File: src/rtl/ab_feeder_pkg.sv
// Shared definitions for the A/B operand feeder and its downstream consumer.
package ab_feeder_pkg;
  localparam int NPAIR_DEF = 8;
  localparam int DW_DEF    = 8;

  localparam logic [1:0] S_IDLE = 2'd0;
  localparam logic [1:0] S_SEND = 2'd1;
  localparam logic [1:0] S_DONE = 2'd2;

  function automatic int idx_w(input int n);
    return $clog2(n + 1);
  endfunction
endpackage

File: src/rtl/ab_feeder_ab_table.sv
// NPAIR-entry {A,B} register file: one write port, one registered read port.
import ab_feeder_pkg::*;

module ab_table #(
  parameter int NPAIR = NPAIR_DEF,
  parameter int DW    = DW_DEF,
  parameter int AW    = 3
) (
  input  logic          CLK,
  input  logic          RST,
  input  logic          WE,
  input  logic [AW-1:0] WADDR,
  input  logic [DW-1:0] WDATA_A,
  input  logic [DW-1:0] WDATA_B,
  input  logic          RE,
  input  logic [AW-1:0] RADDR,
  output logic [DW-1:0] RDATA_A,
  output logic [DW-1:0] RDATA_B
);
  logic [NPAIR-1:0][DW-1:0] mem_a;
  logic [NPAIR-1:0][DW-1:0] mem_b;

  // Read and write share one edge, so a colliding read sees the pre-write entry.
  always_ff @(posedge CLK) begin
    if (RST) begin
      mem_a   <= '0;
      mem_b   <= '0;
      RDATA_A <= '0;
      RDATA_B <= '0;
    end else begin
      if (WE) begin
        mem_a[WADDR] <= WDATA_A;
        mem_b[WADDR] <= WDATA_B;
      end
      if (RE) begin
        RDATA_A <= mem_a[RADDR];
        RDATA_B <= mem_b[RADDR];
      end
    end
  end
endmodule

File: src/rtl/ab_feeder.sv
// Streams NPAIR stored (A,B) pairs to a consumer per request, with stall and abort.
import ab_feeder_pkg::*;

module ab_feeder #(
  parameter int NPAIR = NPAIR_DEF,
  parameter int DW    = DW_DEF,
  localparam int AW   = (NPAIR > 1) ? $clog2(NPAIR) : 1
) (
  input  logic          CLK,
  input  logic          RST,
  input  logic          WE,
  input  logic [AW-1:0] WADDR,
  input  logic [DW-1:0] WDATA_A,
  input  logic [DW-1:0] WDATA_B,
  input  logic          REQ_AB,
  input  logic          PAUSE,
  input  logic          HALT,
  output logic [DW-1:0] A,
  output logic [DW-1:0] B,
  output logic          ACK,
  output logic          BUSY,
  output logic          DONE
);
  localparam int IW = idx_w(NPAIR);

  logic [1:0]    state;
  logic [IW-1:0] idx;
  logic          issue;

  assign issue = (state == S_SEND) && REQ_AB && !PAUSE && !HALT && !RST &&
                 (idx < IW'(NPAIR));

  ab_table #(.NPAIR(NPAIR), .DW(DW), .AW(AW)) u_table (
    .CLK     (CLK),
    .RST     (RST),
    .WE      (WE),
    .WADDR   (WADDR),
    .WDATA_A (WDATA_A),
    .WDATA_B (WDATA_B),
    .RE      (issue),
    .RADDR   (idx[AW-1:0]),
    .RDATA_A (A),
    .RDATA_B (B)
  );

  always_ff @(posedge CLK) begin
    if (RST || HALT) begin
      state <= S_IDLE;
      idx   <= '0;
      ACK   <= 1'b0;
      DONE  <= 1'b0;
      BUSY  <= 1'b0;
    end else begin
      ACK  <= 1'b0;
      DONE <= 1'b0;
      case (state)
        S_IDLE: if (REQ_AB) begin
          state <= S_SEND;
          idx   <= '0;
          BUSY  <= 1'b1;
        end
        S_SEND: begin
          if (issue) begin
            ACK <= 1'b1;
            idx <= idx + IW'(1);
          end else if (idx == IW'(NPAIR)) begin
            // Last pair already on the bus; DONE follows it directly.
            state <= S_DONE;
            DONE  <= 1'b1;
            BUSY  <= 1'b0;
          end
        end
        default: state <= S_IDLE;
      endcase
    end
  end
endmodule

File: config.mk
export PLATFORM = sky130hd
export DESIGN_NAME = ab_feeder
export DESIGN_NICKNAME = d
export VERILOG_FILES = /design/src/rtl/ab_feeder_pkg.sv /design/src/rtl/ab_feeder_ab_table.sv /design/src/rtl/ab_feeder.sv
export SDC_FILE = /design/constraint.sdc
export NUM_CORES = 1
export LEC_CHECK = 0
export ABC_AREA = 1
export CORE_MARGIN = 4
export CORE_UTILIZATION = 53
export DETAILED_ROUTE_END_ITERATION = 6
export PLACE_DENSITY = 0.76
export SLEW_MARGIN = 20
export SYNTH_ARGS = -nofsm -noshare
export SYNTH_HDL_FRONTEND = slang
export SYNTH_SLANG_ARGS = --single-unit
File: constraint.sdc
create_clock -name CLK -period 1.3 [get_ports CLK]
set_input_delay 0.13 -clock CLK [delete_from_list [all_inputs] [get_ports CLK]]
set_output_delay 0.13 -clock CLK [all_outputs]
set_load 0.01 [all_outputs]
==> impl_results.md, run 1 <==
- Status: complete, no violations
- Die span in x: 121 µm
- Maximum vdd drop: 1.15 mV
- CP max FO: 9
- Via density: 5.29
- Max_cap viols: 0
- Pwr dens: 1310 nW/µm²
- Lkg Pwr: 3.44 nW
- Synthesized area: 6750 µm²
- DP HPWL: 11,000 µm
- Synth Area in Adders: 0.371%
- Die height: 121 µm
- CP required: 1.61 ns
- Synth area leaders: dfxtp_1 45%, o21ai_0 9.6%, a21oi_1 9.3%, nand2_1 8.7%, inv_1 6.9%
- Worst R2R Start: idx[0]
- WL final: 17,900 µm
- Worst hold path startpoint: u_table.mem_a[26]
- CP peak stage delay: 0.43 ns
- Clock edge transition at the registers on the reported setup and hold paths: 0.06 ns
- GPL Wtd Cong: 0.812
- Gate Count Post-Synth: 951
- CP Depth: 7
- Fin crit period: 1.27 ns
- Crit-path leading delay family: flip-flops
- HP Class: reg2reg
- TritonCTS buffer count: 17
- # clock sinks: 153
- Antenna-violating nets left: 0
- Fin crit share: 97.5%
- Post-Syn Area per Cell: 7.09 µm²
- Achievable frequency: 789 MHz
- Worst skew pair latency: 0.43 ns
- FP Rows: 40
- Worst r2r path cells: 7
- Synth Area in Compound Gates: 20.1%
- NumNets Final: 1,034
- CP Cell Sequence: buf_6 -> buf_6 -> nand2_1 -> nand2_1 -> nand3_1 -> nand3_2 -> a21oi_2
- Post-Route Utilization: 68.6%
- Slew Limit Headroom: 78.2%
- Share of layout cells above drive strength 1: 12.6%
- Buf/Inv on CP: 2
- Grt total ovfl: 0
- Netlist cell types: 26
- Antenna violations before repair: 0
- Reg-to-reg slack, setup: 0.03 ns
- Yosys top cell area share: 45.4%
- H-tree depth: 4
- Num ports: 44
- Vias in the first global route: 5,704
- Fin. max-slew vios: 0
- Proportion of synthesized area in mux cells: 0%
- Worst-Margin Slew: 0.326 ns
- Top FF cell, synth: dfxtp_1
- Worst EP arrival: 1.58 ns
- Diodes inserted: 0
- RSZ-0062 raised after global routing: true
- Largest net degree at the start of global routing: 43
- Core area: 12,200 µm²
- Post-synth ARST share: 0%
- Total Routing Usage GR: 24.9%
- Final setup vio count: 0
- Hold buffers post-CTS: 0
- IO buf count: 43
- EDFF count, synth: 0
- WL per Instance: 15.1 µm
- Final instance area: 8380 µm²
- Xor/xnor share of the synthesized area: 0.130%
- Post-synthesis simple-gate area fraction: 21.9%
- First-pass GRT wire length: 28,700 µm
- Worst r2r dst: u_table.RDATA_B[6]
- Biggest area consumer among synthesized cells: dfxtp_1
- Most frequent cell after synthesis: nand2_1
- Residual DRC: 0
- Initial DRC Count: 488
- Synth Net Count: 978
- Register area share after synthesis: 45.4%
- CP startpoint kind: register
- Worst-case clock skew: 0.00460 ns
- Via Count: 6,282
- Main combinational cell family by area after synthesis: simple AND/OR/NAND/NOR gates
- WHS: 0.448 ns
- Hold endpoint: u_table.mem_a[26]
- CTS tree: yes
- Root buf cell: clkbuf_16
- Die ar.: 14,600 µm²
- Synthesis-to-finish area growth: 24.2%
- Top cells by count, synth: 157 x nand2_1, 153 x dfxtp_1, 130 x o21ai_0
- Hold Path Depth: 2
- Placed standard-cell area: 7620 µm²
- CP Capture Type: register
- Initial DRT Pass Iterations: 5
- Initial Util: 55.2%
- Yosys warns: 0
- CTS Buffer Depth: 2
- Fin. Hold Viols: 0
- Critical path class: reg2reg
- #FFs+latches synth: 153
- Worst path slowest cell: dfxtp_4
cell families (layout without fill, tap and decap cells):
group | Yosys count | count (layout)
xor gates and xnor gates | 1 | 1
DFF | 153 | 153
AOI/OAI and AO/OA | 264 | 264
adders and majority gates | 2 | 2
buffers and inverters | 195 | 264
and+or+nand+nor | 336 | 336
cell type report:
cell class	count	area (µm²)
fill	1069	3830
multi-input combinational	603	2920
clock inverter	9	145
tap	168	210
inverter	130	505
clock buffer	23	468
timing repair buffer	102	1060
sequential	153	3070
worst max-delay path by stage:
stage          startpoint                 end  slack (ns)
2_1_floorplan      idx[0]                BUSY       0.009
3_3_place_gp     WADDR[1]   u_table.mem_b[62]       -0.23
3_5_place_dp     WADDR[1]   u_table.mem_a[58]       -0.25
4_1_cts            idx[0]  u_table.RDATA_A[5]        0.02
5_1_grt            idx[1]              idx[2]       -0.03
6_report           idx[0]  u_table.RDATA_B[6]        0.03
through the flow:
stage          setup TNS (ns)  worst slack [ns]  cells  power [mW]
2_1_floorplan               0           0.00884    951        5.55
3_3_place_gp           -24.10            -0.228   1150        5.87
3_5_place_dp           -25.75            -0.250   1150        5.89
4_1_cts                     0            0.0235   1183        11.0
5_1_grt               -0.0597           -0.0294   1188        11.4
6_report                    0            0.0330   1188        11.0
where the power goes:
| group | internal (mW) | switching (mW) |
|---|---|---|
| logic | 0.389 | 0.584 |
| clock network | 3.29 | 1.86 |
| registers | 4.84 | 0.0469 |
| total | 8.52 | 2.49 |
placed cells by master, fill, tap and decap left out, types with 18 or more instances in the layout:
master / netlist / layout
dlygate4sd2_1: 0 / 19
o21ai_0: 130 / 130
nand2_1: 157 / 152
dfxtp_1: 153 / 151
clkbuf_16: 0 / 18
nor2_1: 72 / 72
clkdlybuf4s50_1: 0 / 24
a21oi_1: 125 / 124
buf_4: 3 / 40
inv_1: 124 / 123
nand3_1: 91 / 85
sequential cells by signal, indices dropped and copies added (netlist names):
signal,cells
u_table.RDATA_B,8
BUSY,1
DONE,1
ACK,1
u_table.RDATA_A,8
u_table.mem_a,64
u_table.mem_b,64
idx,4
state,2
layer usage:
layer  vias to the layer above  wire, µm  GRT usage (%)
met5                         -         0              0
met4                         0       461           10.3
met3                        35      1150           5.66
met2                       193      8650           40.0
met1                      2882      7660           32.3
li1                       3172         -              -
what timing repair did:
item                                    in CTS  in global routing
endpoints found under the hold margin        0                  0
buffers inserted                             0                  3
pin swaps                                    0                  3
endpoints found under the setup margin      26                 18
resized for setup                           22                 18
cloned                                       1                  2
tightest hold or removal path, stage by stage, from the launching register on:
cell and delay, ns:
dfxtp_1 0.30, inv_1 0.06, a21oi_1 0.05
Note: power is estimated with default switching activity, not from simulation.
==> inputs of run 2 (changes only) <==
--- a/config.mk
+++ b/config.mk
@@ -6,10 +6,12 @@
 export NUM_CORES = 1
 export LEC_CHECK = 0
 export ABC_AREA = 1
-export CORE_MARGIN = 4
-export CORE_UTILIZATION = 53
+export CELL_PAD_IN_SITES_DETAIL_PLACEMENT = 1
+export CELL_PAD_IN_SITES_GLOBAL_PLACEMENT = 2
+export CORE_MARGIN = 2
+export CORE_UTILIZATION = 30
 export DETAILED_ROUTE_END_ITERATION = 6
-export PLACE_DENSITY = 0.76
+export PLACE_DENSITY_LB_ADDON = 0.1
 export SLEW_MARGIN = 20
 export SYNTH_ARGS = -nofsm -noshare
 export SYNTH_HDL_FRONTEND = slang
==> constraint.sdc (replaced) <==
create_clock -name CLK -period 1.3 [get_ports CLK]
set_input_delay 0.26 -clock CLK [delete_from_list [all_inputs] [get_ports CLK]]
set_output_delay 0.26 -clock CLK [all_outputs]
set_load 0.01 [all_outputs]
==> impl_results.md, run 2 (synthesized netlist as in run 1, its figures left out) <==
- Status: finished, violations left
- Failing checks: negative setup slack
- CP startpoint kind: register
- Synthesis-to-finish area growth: 31.7%
- Worst EP arrival: 1.68 ns
- Initial Util: 30.7%
- Clock edge transition at the registers on the reported setup and hold paths: 0.06 ns
- FP Rows: 54
- Num ports: 44
- Power, Total: 11.4 mW
- Worst hold path startpoint: u_table.mem_b[30]
- Worst R2R Start: idx[0]
- CP required: 1.65 ns
- CTS Buffer Depth: 2
- Die height: 154 µm
- Power Internal: 8.71 mW
- Clk pwr share: 47.8%
- GPL Wtd Cong: 0.760
- Post-place setup slack: -0.448 ns
- Largest net degree at the start of global routing: 79
- Root buf cell: clkbuf_16
- Placed standard-cell area: 7930 µm²
- Via Count: 6,344
- Worst skew pair latency: 0.43 ns
- Maximum vdd drop: 0.803 mV
- Via density: 4.85
- NumNets Final: 1,042
- Fin crit share: 102%
- Reg-to-reg slack, setup: -0.03 ns
- Die ar.: 23,700 µm²
- Fin worst setup slack: -0.0260 ns
- Total Routing Usage GR: 19.6%
- Worst r2r dst: u_table.RDATA_A[1]
- CTS tree: yes
- Share of layout cells above drive strength 1: 18.5%
- Switching power: 2.72 mW
- Highest-count cells in the layout ignoring fill and taps: 149 x nand2_1, 141 x dfxtp_1, 125 x a21oi_1
- Initial DRC Count: 296
- Final instance area: 8880 µm²
- HP Class: reg2reg
- Worst-Margin Slew: 0.412 ns
- WL per Instance: 17.4 µm
- RSZ-0062 raised after global routing: true
- Worst r2r path cells: 8
- WL final: 22,800 µm
- Most common cell after layout, fill and taps aside: nand2_1
- Max_cap viols: 0
- Die span in x: 154 µm
- Switching part of the total power: 23.8%
- Residual DRC: 0
- Critical path class: reg2reg
- CP Capture Type: register
- Fin. Hold Viols: 0
- Antenna violations before repair: 0
- Post-Route Utilization: 40.5%
- Pwr dens: 1290 nW/µm²
- DP HPWL: 14,800 µm
- Seq pwr share: 42.7%
- Core area: 22,000 µm²
- H-tree depth: 4
- Setup TNS: -0.0945 ns
- CP max FO: 11
- Worst-case clock skew: 0.00812 ns
- Regs by FF count: u_table.mem_a: 64 flops, u_table.mem_b: 64 flops
- Slew Limit Headroom: 72.5%
- Antenna-violating nets left: 0
- Combinational share of power: 9.5%
- First-pass GRT wire length: 36,200 µm
- Diodes inserted: 0
- # clock sinks: 153
- TritonCTS buffer count: 17
- Hold buffers post-CTS: 0
- Vias in the first global route: 6,563
- Lkg Pwr: 3.54 nW
- Achievable frequency: 754 MHz
- Final setup vio count: 7
- IO buf count: 43
- Grt total ovfl: 0
- Fin crit period: 1.33 ns
- Hold Path Depth: 2
- Hold endpoint: u_table.mem_b[30]
- Initial DRT Pass Iterations: 4
- Fin. max-slew vios: 0
run 2: changes by cell type in the layout (fill, tap and decap cells not counted), moves of 13 or more:
cell           before  now
nand3_2            15   30
nand3_1            85   69
o21ai_1             0   13
dlygate4sd2_1      19    2
o21ai_0           130  116
run 2: how the worst max path moves through the flow:
stage | start | endpoint | slack, ns | depth (start not counted)
6_report | idx[0] | u_table.RDATA_A[1] | -0.03 | 8
5_1_grt | idx[0] | u_table.RDATA_A[3] | -0.11 | 8
4_1_cts | u_table.RDATA_A[0] | A[0] | -0.04 | 1
3_5_place_dp | WE | u_table.mem_a[52] | -0.45 | 7
3_3_place_gp | WE | u_table.mem_a[32] | -0.39 | 7
2_1_floorplan | idx[0] | BUSY | 0.009 | 7
run 2: layer usage:
metal  track usage, %  wire [µm]  up-vias
met4             5.12        229        0
met5                0          0        -
met1             26.3      11300     3104
li1                 -          -     3185
met3             2.71        314       16
met2             33.2      10900       39
run 2: final cells by class:
class	count	area, µm²
clock buffers	19	443
inverters	130	505
repair buffers	110	1250
fillers	2664	13100
multi-input cells	603	3050
clock inverters	12	199
well taps	280	350
flip-flops and latches	153	3080
run 2: timing repair:
item / 4_1_cts / 5_1_grt
setup buffers: 2 / 0
gates cloned: 3 / 1
pin swaps: 10 / 5
resized for setup: 76 / 63
endpoints found under the setup margin: 38 / 89
run 2: metrics by stage:
step | cells | hold slack, ns
4_1_cts | 1307 | 0.452
3_5_place_dp | 1271 | 0.443
5_1_grt | 1307 | 0.466
2_1_floorplan | 951 | 0.427
3_3_place_gp | 1271 | 0.437
6_report | 1307 | 0.452
run 2: power by group through the flow:
stage | Clock (mW) | Sequential, mW | Combinational, mW
2_1_floorplan | 0 | 4.97 | 0.577
3_3_place_gp | 0 | 4.98 | 0.979
3_5_place_dp | 0 | 4.99 | 1.01
4_1_cts | 5.60 | 4.88 | 1.07
5_1_grt | 5.82 | 4.89 | 1.22
6_report | 5.47 | 4.88 | 1.08
run 2: critical path, cell delays in order, from the launching register on:
cell	delay (ns)
dfxtp_4	0.45
inv_8	0.07
buf_12	0.15
buf_12	0.13
nand2_1	0.06
nand3_1	0.09
nand3_1	0.10
nand3_1	0.08
a21oi_1	0.12
